## config.mk

```make
export PLATFORM = sky130hd
export DESIGN_NAME = riot_bus_initiator
export DESIGN_NICKNAME = d
export VERILOG_FILES = /design/src/rtl/riot_bus_pkg.sv /design/src/rtl/riot_addr_decode.sv /design/src/rtl/riot_bus_initiator.sv
export SDC_FILE = /design/constraint.sdc
export NUM_CORES = 1
export LEC_CHECK = 0
export ABC_AREA = 1
export BUFFER_PORTS_ARGS = -buffer_cell sky130_fd_sc_hd__buf_2
export CORE_ASPECT_RATIO = 1.2
export CORE_MARGIN = 4
export CORE_UTILIZATION = 47
export DETAILED_ROUTE_END_ITERATION = 7
export GPL_TIMING_DRIVEN = 1
export PLACE_DENSITY = 0.86
export RECOVER_POWER = 50
export SLEW_MARGIN = 40
export SYNTH_ARGS = -nofsm -noshare
export SYNTH_HDL_FRONTEND = slang
export SYNTH_SLANG_ARGS = --single-unit
export TNS_END_PERCENT = 100
```

## constraint.sdc

```tcl
create_clock -name clk -period 1.35 [get_ports clk]
set_input_delay 0.135 -clock clk [delete_from_list [all_inputs] [get_ports clk]]
set_output_delay 0.135 -clock clk [all_outputs]
set_load 0.03 [all_outputs]
```

## src/rtl/riot_bus_pkg.sv

```systemverilog
// Shared types and constants for the RIOT/TIA bus initiator.
package riot_bus_pkg;

    typedef enum logic [2:0] {
        IDLE,
        DECODE,
        REQ,
        SETUP,
        CAPTURE,
        RESP,
        RELEASE,
        ERR
    } state_t;

    localparam logic [6:0] WIN_MASK = 7'h7F;
    localparam int         BEAT_W   = 5;

    // A zero length means one beat; anything past the burst limit is clipped to it.
    function automatic logic [BEAT_W-1:0] eff_len(input logic [BEAT_W-1:0] len,
                                                  input logic [BEAT_W-1:0] max_len);
        if (len == '0)
            return BEAT_W'(1);
        else if (len > max_len)
            return max_len;
        else
            return len;
    endfunction

endpackage

```

## src/rtl/riot_addr_decode.sv

```systemverilog
// Window match for a 16-bit start address: RAM window selects RS_n low, register window RS_n high.
module riot_addr_decode
    import riot_bus_pkg::*;
#(
    parameter logic [15:0] RIOT_BASE = 16'h0480,
    parameter logic [15:0] RAM_BASE  = 16'h0080
) (
    input  logic [15:0] addr,
    output logic        hit,
    output logic        rs_n,
    output logic        err
);

    logic hit_ram;
    logic hit_riot;

    // 17-bit compares so a window placed at the top of the map cannot wrap.
    assign hit_ram  = ({1'b0, addr} >= {1'b0, RAM_BASE}) &&
                      ({1'b0, addr} <= ({1'b0, RAM_BASE} + 17'(WIN_MASK)));
    assign hit_riot = ({1'b0, addr} >= {1'b0, RIOT_BASE}) &&
                      ({1'b0, addr} <= ({1'b0, RIOT_BASE} + 17'(WIN_MASK)));

    assign hit  = hit_ram | hit_riot;
    assign rs_n = ~hit_ram;
    assign err  = ~hit;

endmodule

```

## src/rtl/riot_bus_initiator.sv

```systemverilog
// Debug/savestate initiator: owns the CPU bus via req/gnt and runs single or burst beats to the RIOT.
// States: IDLE accept | DECODE window | REQ await gnt | SETUP select until ce | CAPTURE latch | RESP hand back | RELEASE drop req | ERR error beat
module riot_bus_initiator
    import riot_bus_pkg::*;
#(
    parameter logic [15:0] RIOT_BASE   = 16'h0480,
    parameter logic [15:0] RAM_BASE    = 16'h0080,
    parameter int          GNT_TIMEOUT = 255,
    parameter int          MAX_BURST   = 16
) (
    input  logic        clk,
    input  logic        res_n,
    input  logic        ce,
    input  logic        req_valid,
    output logic        req_ready,
    input  logic        req_rw_n,
    input  logic [15:0] req_addr,
    input  logic [4:0]  req_len,
    input  logic [7:0]  req_wdata,
    output logic        wdata_req,
    output logic        rsp_valid,
    input  logic        rsp_ready,
    output logic [7:0]  rsp_data,
    output logic        rsp_last,
    output logic        rsp_err,
    output logic        bus_req,
    input  logic        bus_gnt,
    output logic [6:0]  bus_addr,
    output logic        bus_rw_n,
    output logic [7:0]  bus_dout,
    input  logic [7:0]  bus_din,
    output logic        bus_cs1,
    output logic        bus_cs2_n,
    output logic        bus_rs_n
);

    localparam int               TMO_W    = (GNT_TIMEOUT > 1) ? $clog2(GNT_TIMEOUT) : 1;
    localparam logic [TMO_W-1:0] TMO_LOAD = TMO_W'(GNT_TIMEOUT - 1);

    state_t            state;
    state_t            state_d;
    logic              rw_q;
    logic [15:0]       addr_q;
    logic [BEAT_W-1:0] len_q;
    logic [BEAT_W-1:0] beat_q;
    logic [TMO_W-1:0]  tmo_q;
    logic [7:0]        data_q;
    logic              ready_q;
    logic              rs_n_q;
    logic              dec_hit;
    logic              dec_rs_n;
    logic              dec_err;
    logic              accept;
    logic              last_beat;
    logic              in_setup;

    riot_addr_decode #(
        .RIOT_BASE (RIOT_BASE),
        .RAM_BASE  (RAM_BASE)
    ) u_addr_decode (
        .addr (addr_q),
        .hit  (dec_hit),
        .rs_n (dec_rs_n),
        .err  (dec_err)
    );

    assign accept    = (state == IDLE) && ready_q && req_valid;
    assign last_beat = (beat_q == (len_q - 1'b1));
    assign in_setup  = (state == SETUP);

    always_ff @(posedge clk or negedge res_n) begin
        if (!res_n)
            state <= IDLE;
        else
            state <= state_d;
    end

    always_comb begin
        state_d = state;
        case (state)
            IDLE:    if (accept) state_d = DECODE;
            DECODE:  state_d = (dec_hit && !dec_err) ? REQ : ERR;
            REQ: begin
                if (bus_gnt)
                    state_d = SETUP;
                else if (tmo_q == '0)
                    state_d = ERR;
            end
            SETUP:   if (ce) state_d = CAPTURE;
            CAPTURE: state_d = RESP;
            // A lost grant is only noticed between beats, never inside one.
            RESP: begin
                if (rsp_ready) begin
                    if (last_beat)
                        state_d = RELEASE;
                    else
                        state_d = bus_gnt ? SETUP : REQ;
                end
            end
            RELEASE: state_d = IDLE;
            ERR:     if (rsp_ready) state_d = IDLE;
            default: state_d = IDLE;
        endcase
    end

    always_ff @(posedge clk or negedge res_n) begin
        if (!res_n) begin
            rw_q    <= 1'b1;
            addr_q  <= '0;
            len_q   <= '0;
            beat_q  <= '0;
            tmo_q   <= '0;
            data_q  <= '0;
            ready_q <= 1'b0;
            rs_n_q  <= 1'b1;
        end else begin
            ready_q <= (state_d == IDLE);
            case (state)
                IDLE: begin
                    if (accept) begin
                        rw_q   <= req_rw_n;
                        addr_q <= req_addr;
                        len_q  <= eff_len(req_len, BEAT_W'(MAX_BURST));
                        beat_q <= '0;
                    end
                end
                DECODE: begin
                    rs_n_q <= dec_rs_n;
                    tmo_q  <= TMO_LOAD;
                end
                REQ: begin
                    if (!bus_gnt && tmo_q != '0)
                        tmo_q <= tmo_q - 1'b1;
                end
                CAPTURE: data_q <= rw_q ? bus_din : 8'h00;
                RESP: begin
                    if (rsp_ready) begin
                        beat_q      <= beat_q + 1'b1;
                        addr_q[6:0] <= (addr_q[6:0] + 7'd1) & WIN_MASK;
                        tmo_q       <= TMO_LOAD;
                    end
                end
                default: ;
            endcase
        end
    end

    assign req_ready = ready_q;
    assign wdata_req = in_setup && ce && !rw_q;
    assign rsp_valid = (state == RESP) || (state == ERR);
    assign rsp_err   = (state == ERR);
    assign rsp_last  = (state == ERR) || ((state == RESP) && last_beat);
    assign rsp_data  = (state == RESP) ? data_q : 8'h00;
    assign bus_req   = (state == REQ) || (state == SETUP) || (state == CAPTURE) || (state == RESP);
    assign bus_addr  = addr_q[6:0];
    assign bus_rw_n  = in_setup ? rw_q : 1'b1;
    assign bus_dout  = (in_setup && !rw_q) ? req_wdata : 8'h00;
    assign bus_cs1   = in_setup;
    assign bus_cs2_n = ~in_setup;
    assign bus_rs_n  = in_setup ? rs_n_q : 1'b1;

endmodule

```

; ---- After elaboration in Yosys (flattened, before gate mapping)
; Cells that the tools add are included.
[word_totals]
reg_bits = 48
elab_cells = 85
[classes]
mux = 26
bitwise_logic = 3
n_lt_le_gt_ge = 5
n_eq_ne = 11
reduce_logical = 26
add_sub_neg = 4
[op_table]
columns = operator, count
row1 = $mux 8, 5
row2 = $mux 3, 8
row3 = $pmux 3 s8, 1
row4 = $pmux 8 s3, 1
row5 = $mux 5, 4
row6 = $ge 16x11->1 const B, 1
row7 = $ge 16x8->1 const B, 1
row8 = $le 16x11->1 const B, 1
row9 = $le 16x8->1 const B, 1
row10 = $mux 7, 2
row11 = $pmux 7 s2, 1
row12 = $eq 3x3->1 const B, 4
row13 = $pmux 5 s2, 1
row14 = $logic_and 1x1->1, 9
row15 = $logic_not 8->1, 1
row16 = $reduce_bool 8->1, 1
row17 = $sub 8x1->8 const B, 1
row18 = $add 7x1->7 const B, 1
row19 = $eq 3x2->1 const B, 2
row20 = $logic_not 3->1, 2
row21 = $ne 2x2->1 const B, 3
row22 = $reduce_and 3->1, 2
row23 = $add 5x1->5 const B, 1
row24 = $eq 5x5->1, 1
row25 = other kinds (12), 20

; ---- Longest topological paths before layout
; Gate-level depths: netlist of run 1.
[logic_depth]
depth_word = 6
ltp_mapped = 14
ltp_nobuf = 14

; ---- Modules after synthesis
; Synthesis of run 1 repeated with hierarchy kept, for this count alone.
[hier_totals]
cells_unflattened = 373
area_unflattened_um2 = 2751.4
[by_module_without_submodules]
columns = module, area_per_inst_um2, cells_per_inst, n_inst
row1 = riot_bus_initiator, 2700.1, 361, 1
row2 = riot_addr_decode, 51.3, 12, 1

; ---- Worst setup path after synthesis of run 1
; OpenSTA, ideal clock, no wires.
[synth_path]
kind = reg2out
startpoint = register state[2]
endpoint = output port bus_dout[0]
path_stages_with_launch = 6
t_required_ps = 1215
path_buffers = 1
setup_slack_ps = -757
arrival_time_ps = 1972
path_cell_list = dfrtp_1 inv_2 nand3_1 or2_2 clkbuf_1 nor2_1
[synth_between]
elab_chain_len = 3
[synth_lines]
columns = item, line_no
row1 = start: declaration, riot_bus_initiator.sv:40  ; state_t state;
row2 = start signal: assignment, riot_bus_initiator.sv:75  ; state <= state_d;
row3 = $eq 3x2->1, riot_bus_initiator.sv:69  ; assign in_setup = (state == SETUP);
row4 = $logic_and 1x1->1, riot_bus_initiator.sv:157  ; assign bus_dout = (in_setup && !rw_q) ? req_wdata : 8'h00;
row5 = $mux 8, riot_bus_initiator.sv:157
row6 = end: declaration, riot_bus_initiator.sv:30  ; output logic [7:0] bus_dout,
; No other way between the ends.

; ---- Final worst setup path of run 1
[layout_path]
startpoint = register len_q[0]
endpoint = output port rsp_last
[layout_between]
elab_chain_len = 4
[layout_lines]
columns = item, line_no
row1 = start: declaration, riot_bus_initiator.sv:44  ; logic [BEAT_W-1:0] len_q;
row2 = start signal: assignment, riot_bus_initiator.sv:123  ; len_q <= eff_len(req_len, BEAT_W'(MAX_BURST));
row3 = $sub 5x1->5, riot_bus_initiator.sv:68  ; assign last_beat = (beat_q == (len_q - 1'b1));
row4 = $eq 5x5->1, riot_bus_initiator.sv:68
row5 = $logic_and 1x1->1, riot_bus_initiator.sv:152  ; assign rsp_last = (state == ERR) || ((state == RESP) && last_beat);
row6 = $logic_or 1x1->1, riot_bus_initiator.sv:152
row7 = end: declaration, riot_bus_initiator.sv:24  ; output logic rsp_last,
; No other way between the ends.

==> out/results.tsv, run 1 <==
metric	value	unit
status	finished, violations left	
violations	setup timing	
grt_max_degree	49	
yosysSeqAreaShare	44.2	%
critPathMaxFanout	2	
hold_end	addr_q[7]	
avgSynthCellArea	7.21	sq um
start_util	48.4	%
routed_wl	12200	um
crit_chain	inv_2 > ha_4 > inv_2 > nand2_1 > nand2_1 > nor2_2 > nand2_1 > nor2_2 > nand3_2 > nand2_2 > buf_6	
swShare	48.7	%
skew	0.0129	ns
timing.fmax	0.532	GHz
clock_sinks	48	
critPathKind	reg2out	
setup_viol	72	
ys_types	31	
crit_required	1.22	ns
finalHoldViolCount	0	
drc	0	
worst_slack	-0.528	ns
grt_pass1_vias	3434	
clk_pin_slew	0.09	ns
ctsLongestPathBuffers	2	
critPathCaptureType	output pin	
antenna_found_initial	0	
p_total	11.2	mW
ys_warn_count	0	
io_pins	77	
drtPass1Iterations	5	
grt_pass1_wl	15600	um
synth.cell_area	2730	sq um
whs_path_depth	3	
clkLatencyLatePin	0.32	ns
final_util	85.9	%
wl_per_cell	20.6	um
fp.dieW	77.5	um
diodes	0	
regToRegSetupSlack	-0.50	ns
grt_use_total	27.8	%
min_period_over_period	139	%
p_sw	5.44	mW
crit_slowest_cell	dfrtp_1	
numCtsBuffers	5	
num_rows	30	
rsz0062_at_grt	true	
critPathLaunchType	flop	
worstHoldPathType	in2reg	
critPathMaxStageDelay	0.38	ns
die_area	7090	sq um
path_common_cell	nand2_1	
synthToLayoutAreaGrowth	77.5	%
die_y	91.4	um
cellLeakagePower	2.41	nW
clkPwrFrac	8.6	%
place_area	3740	sq um
viasPerCell	5.93	
timing.rr.end	beat_q[4]	
port_buffers	76	
ys_ff_latch	48	
final_cell_area	4840	sq um
clockRootBuffer	clkbuf_8	
ff2ff_path_depth	12	
grt-ovfl-total	0	
worstPathArrival	1.74	ns
worstHoldStart	req_addr[7]	
powerDensity	2310	nW/um^2
max-cap-violations	0	
htreeDepth	2	
cts_tree	built	
globalplace.congestion	0.883	
intPower	5.74	mW
fin_crit	1.88	ns
crit_buf_inv	3	
nNetsFinal	579	
ir_drop	1.44	mV
slew_headroom	54.6	%
hpwlAfterDp	5410	um
ant_nets	0	
critical_path.top_delay_family	simple AND/OR/NAND/NOR gates	
postSynthCellCount	378	
vias	3521	
drtIter0Drc	414	
tightest_slew	0.680	ns
power_frac_seq	24.3	%
synth_nets	428	
drive_gt1_share	56.2	%
power_frac_comb	67.1	%
rr_startpoint	state[2]	
core_area	5630	sq um
place_ws	-0.304	ns
final_max_slew_viol_count	0	
-- layout make-up --
class | instances | area (sq um)
multi-input cells | 249 | 1810
repair buffers | 159 | 1370
flip-flops and latches | 48 | 1210
fillers | 255 | 793
inverters | 66 | 273
clock buffers | 6 | 82.6
well taps | 64 | 80.1
clock inverters | 2 | 15.0
-- per-stage QoR --
stage               hold WS (ns)  setup TNS, ns  instances
CTS                      0.00879         -12.07        590
detailed placement         0.139          -2.75        555
floorplan                 -0.161          -1.37        378
global route              0.0291         -24.46        594
finish                    0.0129         -22.29        594
global placement           0.139          -1.76        555
-- flip-flops by register name (all words and copies together), names as in the netlist --
name and flops:
rw_q 1, rs_n_q 1, state 3, req_ready 1
data_q 8, addr_q 16, tmo_q 8, len_q 5
beat_q 5
-- synthesized netlist by cell type --
library cell | instances | area share [%]
a21oi_1 | 13 | 2.4
a22oi_1 | 1 | 0.28
a31oi_1 | 2 | 0.46
buf_1 | 1 | 0.14
buf_2 | 4 | 0.73
buf_4 | 7 | 1.9
clkbuf_1 | 4 | 0.55
dfrtp_1 | 46 | 42
dfstp_2 | 2 | 1.9
ha_1 | 6 | 2.8
inv_1 | 63 | 8.7
inv_2 | 3 | 0.41
nand2_1 | 83 | 11
nand2_2 | 3 | 0.69
nand3_1 | 30 | 5.5
nand3b_1 | 1 | 0.28
nand4_1 | 4 | 0.92
nor2_1 | 54 | 7.4
nor2_4 | 1 | 0.41
nor3_1 | 4 | 0.73
nor3_2 | 1 | 0.37
nor4_1 | 1 | 0.23
o211ai_1 | 2 | 0.55
o21ai_0 | 28 | 5.1
o21ai_1 | 3 | 0.55
o21ai_4 | 1 | 0.60
o221ai_1 | 2 | 0.64
o22ai_1 | 5 | 1.1
or2_2 | 1 | 0.23
xnor2_1 | 1 | 0.32
xor2_1 | 1 | 0.32
-- per-layer routing --
layer	track usage, %	vias to the layer above	share of wire (%)
li1	-	1496	-
met1	29.9	1703	34
met2	48.9	245	52
met3	4.96	77	7.1
met4	19.1	0	7.2
met5	0	-	0
-- placed cells by master (no fill, tap or decap), types with 5 or more instances in the layout --
cell type  instances
nor2_2             9
o21ai_1           12
buf_12             5
dfrtp_1           44
inv_1             50
nand2_1           51
buf_4             50
nand3_1           23
o21ai_0            7
nand3_2            6
inv_2             10
nand2_4           16
a21oi_1            7
nand2_2           18
buf_2             52
clkbuf_8           6
nor2_4            25
a21oi_2            5
buf_6             44
o21ai_2           12
nor2_1            21
-- worst register-to-register path: cells and delay by family (launching register included) --
family / cells / cell delay [ns]
compound gates: 2 / 0.24
buf+inv: 4 / 0.46
simple gates: 6 / 0.60
flops: 1 / 0.42
-- kinds of logic (layout without fill, tap and decap cells) --
logic type      after synthesis  in the layout  synth area share (%)
simple gates                183            184                  28.2
xor+xnor                      2              2                 0.643
buf+inv                      82            233                  12.4
compound gates               57             57                  11.8
flops                        48             48                  44.2
fa+ha+maj                     6              6                  2.75
-- worst max path at each step --
stage	from	to	slack (ns)	cells past startpoint
after CTS	len_q[0]	rsp_last	-0.52	11
after detailed placement	len_q[0]	rsp_last	-0.30	11
final	len_q[0]	rsp_last	-0.53	11
after floorplan	state[2]	wdata_req	-0.14	5
after global placement	len_q[0]	rsp_last	-0.24	11
after global routing	len_q[0]	rsp_last	-0.65	11
-- what timing repair did --
action | 4_1_cts | 5_1_grt
endpoints found under the hold margin | 46 | 0
cloned | 4 | 1
gates resized for setup | 120 | 108
buffers inserted | 23 | 10
setup endpoints to repair | 57 | 73
hold buffers | 1 | 0
pin swaps | 19 | 28
-- power by group through the flow --
stage               registers (mW)  logic [mW]  clock network (mW)
floorplan                     2.56        3.14                   0
global placement              2.53        4.58                   0
detailed placement            2.58        4.76                   0
CTS                           2.58        6.10               0.947
global route                  2.77        7.89                1.02
finish                        2.72        7.50               0.961
Note: power is estimated with default switching activity, not from simulation.
==> run 2, diff against run 1 <==
--- a/config.mk
+++ b/config.mk
@@ -8,7 +8,6 @@
 export ABC_AREA = 1
 export BUFFER_PORTS_ARGS = -buffer_cell sky130_fd_sc_hd__buf_2
 export CORE_ASPECT_RATIO = 1.2
-export CORE_MARGIN = 4
 export CORE_UTILIZATION = 47
 export DETAILED_ROUTE_END_ITERATION = 7
 export GPL_TIMING_DRIVEN = 1
==> run 2 against run 1 <==
The flow still finishes with violations (setup timing); design area rose by 5.9%; register-to-register slack got worse by 0.38 ns; fmax fell by 16%; cell count rose by 3.0%; hold slack improved by 0.011 ns; clock-buffer cell count did not move; largest power group unchanged; highest routed layer unchanged.
==> out/results.tsv, run 2 (synthesis results as in run 1) <==
metric	value	unit	change
largest_reg_flops	16		unchanged
timing.fmax	0.449	GHz	was 0.532 GHz
grt_use_total	36.8	%	was 27.8%
hpwlAfterDp	5200	um	was 5410 um
synthToLayoutAreaGrowth	87.9	%	was 77.5%
viasPerCell	6.39		was 5.93
setup_viol	72		unchanged
violations	setup timing		unchanged
vias	3908		was 3521
htreeDepth	2		unchanged
crit_required	1.57	ns	was 1.22 ns
finalHoldViolCount	0		unchanged
io_pins	77		unchanged
drtPass1Iterations	8		was 5
routed_wl	14600	um	was 12200 um
grt_max_degree	25		was 49
fin_crit	2.23	ns	was 1.88 ns
ir_drop	2.12	mV	was 1.44 mV
globalplace.congestion	0.856		was 0.883
critPathCaptureType	flop		was output pin
regToRegSetupSlack	-0.88	ns	was -0.50 ns
top_register	addr_q		unchanged
die_y	85.4	um	was 91.4 um
grt_pass1_vias	3467		was 3434
worstHoldPathType	in2reg		unchanged
start_util	48.4	%	unchanged
core_area	5630	sq um	unchanged
grt_pass1_wl	17000	um	was 15600 um
wl_met1	4770	um	was 4120 um
critPathLaunchType	flop		unchanged
clock_sinks	48		unchanged
cts_tree	built		unchanged
critPathMaxFanout	4		was 2
wl_met2	6940	um	was 6350 um
diodes	0		unchanged
wl_per_cell	23.9	um	was 20.6 um
antenna_found_initial	0		unchanged
cellLeakagePower	2.51	nW	was 2.41 nW
tns	-23.57	ns	was -22.29 ns
nNetsFinal	597		was 579
final_max_slew_viol_count	0		unchanged
fp.dieW	71.5	um	was 77.5 um
status	finished, violations left		unchanged
clockRootBuffer	clkbuf_8		unchanged
num_rows	30		unchanged
top_layer_used	met4		unchanged
max-cap-violations	0		unchanged
largestRegisters	addr_q: 16 flops, data_q: 8 flops, tmo_q: 8 flops		unchanged
min_period_over_period	165	%	was 139%
skew	0.0150	ns	was 0.0129 ns
place_ws	-0.252	ns	was -0.304 ns
rsz0062_at_grt	true		unchanged
ctsLongestPathBuffers	2		unchanged
met3_length	1420	um	was 863 um
numCtsBuffers	5		unchanged
slew_headroom	42.4	%	was 54.6%
place_area	3740	sq um	about the same
seq_area	1210	sq um	unchanged
layout_commonest_cell	buf_6		was buf_2
grt-ovfl-total	0		unchanged
critPathKind	reg2reg		was reg2out
final_cell_mix	buf_6 (57), buf_4 (55), inv_1 (50), buf_2 (50), nand2_1 (46)		was buf_2 (52), nand2_1 (51), inv_1 (50), buf_4 (50)
drive_gt1_share	60.2	%	was 56.2%
multi_input_comb_area	1900	sq um	was 1810 sq um
clkLatencyLatePin	0.33	ns	was 0.32 ns
worstPathArrival	2.45	ns	was 1.74 ns
drc	0		unchanged
drtIter0Drc	449		was 414
worst_slack	-0.876	ns	was -0.528 ns
final.fill_count	190		was 255
clk_pin_slew	0.09	ns	about the same
ant_nets	0		unchanged
die_area	6110	sq um	was 7090 sq um
final_cell_area	5120	sq um	was 4840 sq um
port_buffers	76		unchanged
tightest_slew	0.864	ns	was 0.680 ns
powerDensity	2410	nW/um^2	was 2310 nW/um^2
[run 2: cell types whose count changed in the layout (fill, tap and decap cells not counted), sizes merged]
cell | previous run | this run
clkbuf | 8 | 7
bufinv | 0 | 1
inv | 65 | 66
buf | 156 | 174
o21ai | 32 | 33
clkinvlp | 2 | 0
[run 2: final cells by class]
class	instances	share of cell area, %
Clock buffer	6	1.42
Inverter	66	5.23
Clock inverter	2	0.684
Multi-Input combinational cell	250	37.1
Tap cell	64	1.56
Sequential cell	48	23.6
Timing Repair Buffer	176	30.4
[run 2: path summary, 6_finish.rpt]
kind                         startpoint    endpoint  cells after the start
setup / recovery               len_q[1]   req_ready                     16
max in group asynchronous         res_n        rw_q                      3
hold / removal             req_addr[13]  addr_q[13]                      3
hold reg to reg              addr_q[13]  addr_q[13]                      2
setup reg to reg               len_q[1]   req_ready                     16
min in group asynchronous         res_n   addr_q[0]                      2
[run 2: per-layer routing]
metal | vias up | track usage, %
li1 | 1533 | -
met4 | 0 | 20.5
met1 | 1814 | 40.5
met2 | 400 | 65.6
met3 | 161 | 7.24
met5 | - | 0
[run 2: critical path, stage by stage, from the launching register on]
cell,delay (ns)
dfrtp_1,0.40
inv_2,0.10
ha_4,0.16
inv_1,0.05
nand2_2,0.07
nand2_1,0.07
nand2_1,0.12
nand2_1,0.13
nor2_2,0.23
buf_4,0.15
buf_6,0.08
nand2_1,0.04
nand2_1,0.07
nand2_1,0.06
nand2_2,0.07
nand3_2,0.11
nor2_1,0.22
[run 2: repair_timing]
action,in CTS,in global routing
pin swaps,34,31
hold buffers,1,0
endpoints found under the hold margin,13,0
setup buffers,39,18
gates resized for setup,152,114
setup endpoints to repair,60,73
cloned,5,0
[run 2: power breakdown]
part           internal [mW]  total (mW)  switching (mW)
registers               2.15        2.73           0.582
logic                   3.51        8.48            4.98
clock network          0.552        1.11           0.556
[run 2: metrics by stage]
step                cells  hold slack (ns)  utilization [%]  power [mW]
detailed placement    556           0.0712             66.4        7.24
floorplan             378           -0.161                -        5.70
global route          612           0.0276             91.0        12.7
finish                612           0.0240             91.0        12.3
global placement      556           0.0670             66.4        7.03
CTS                   602           0.0192             83.3        9.94
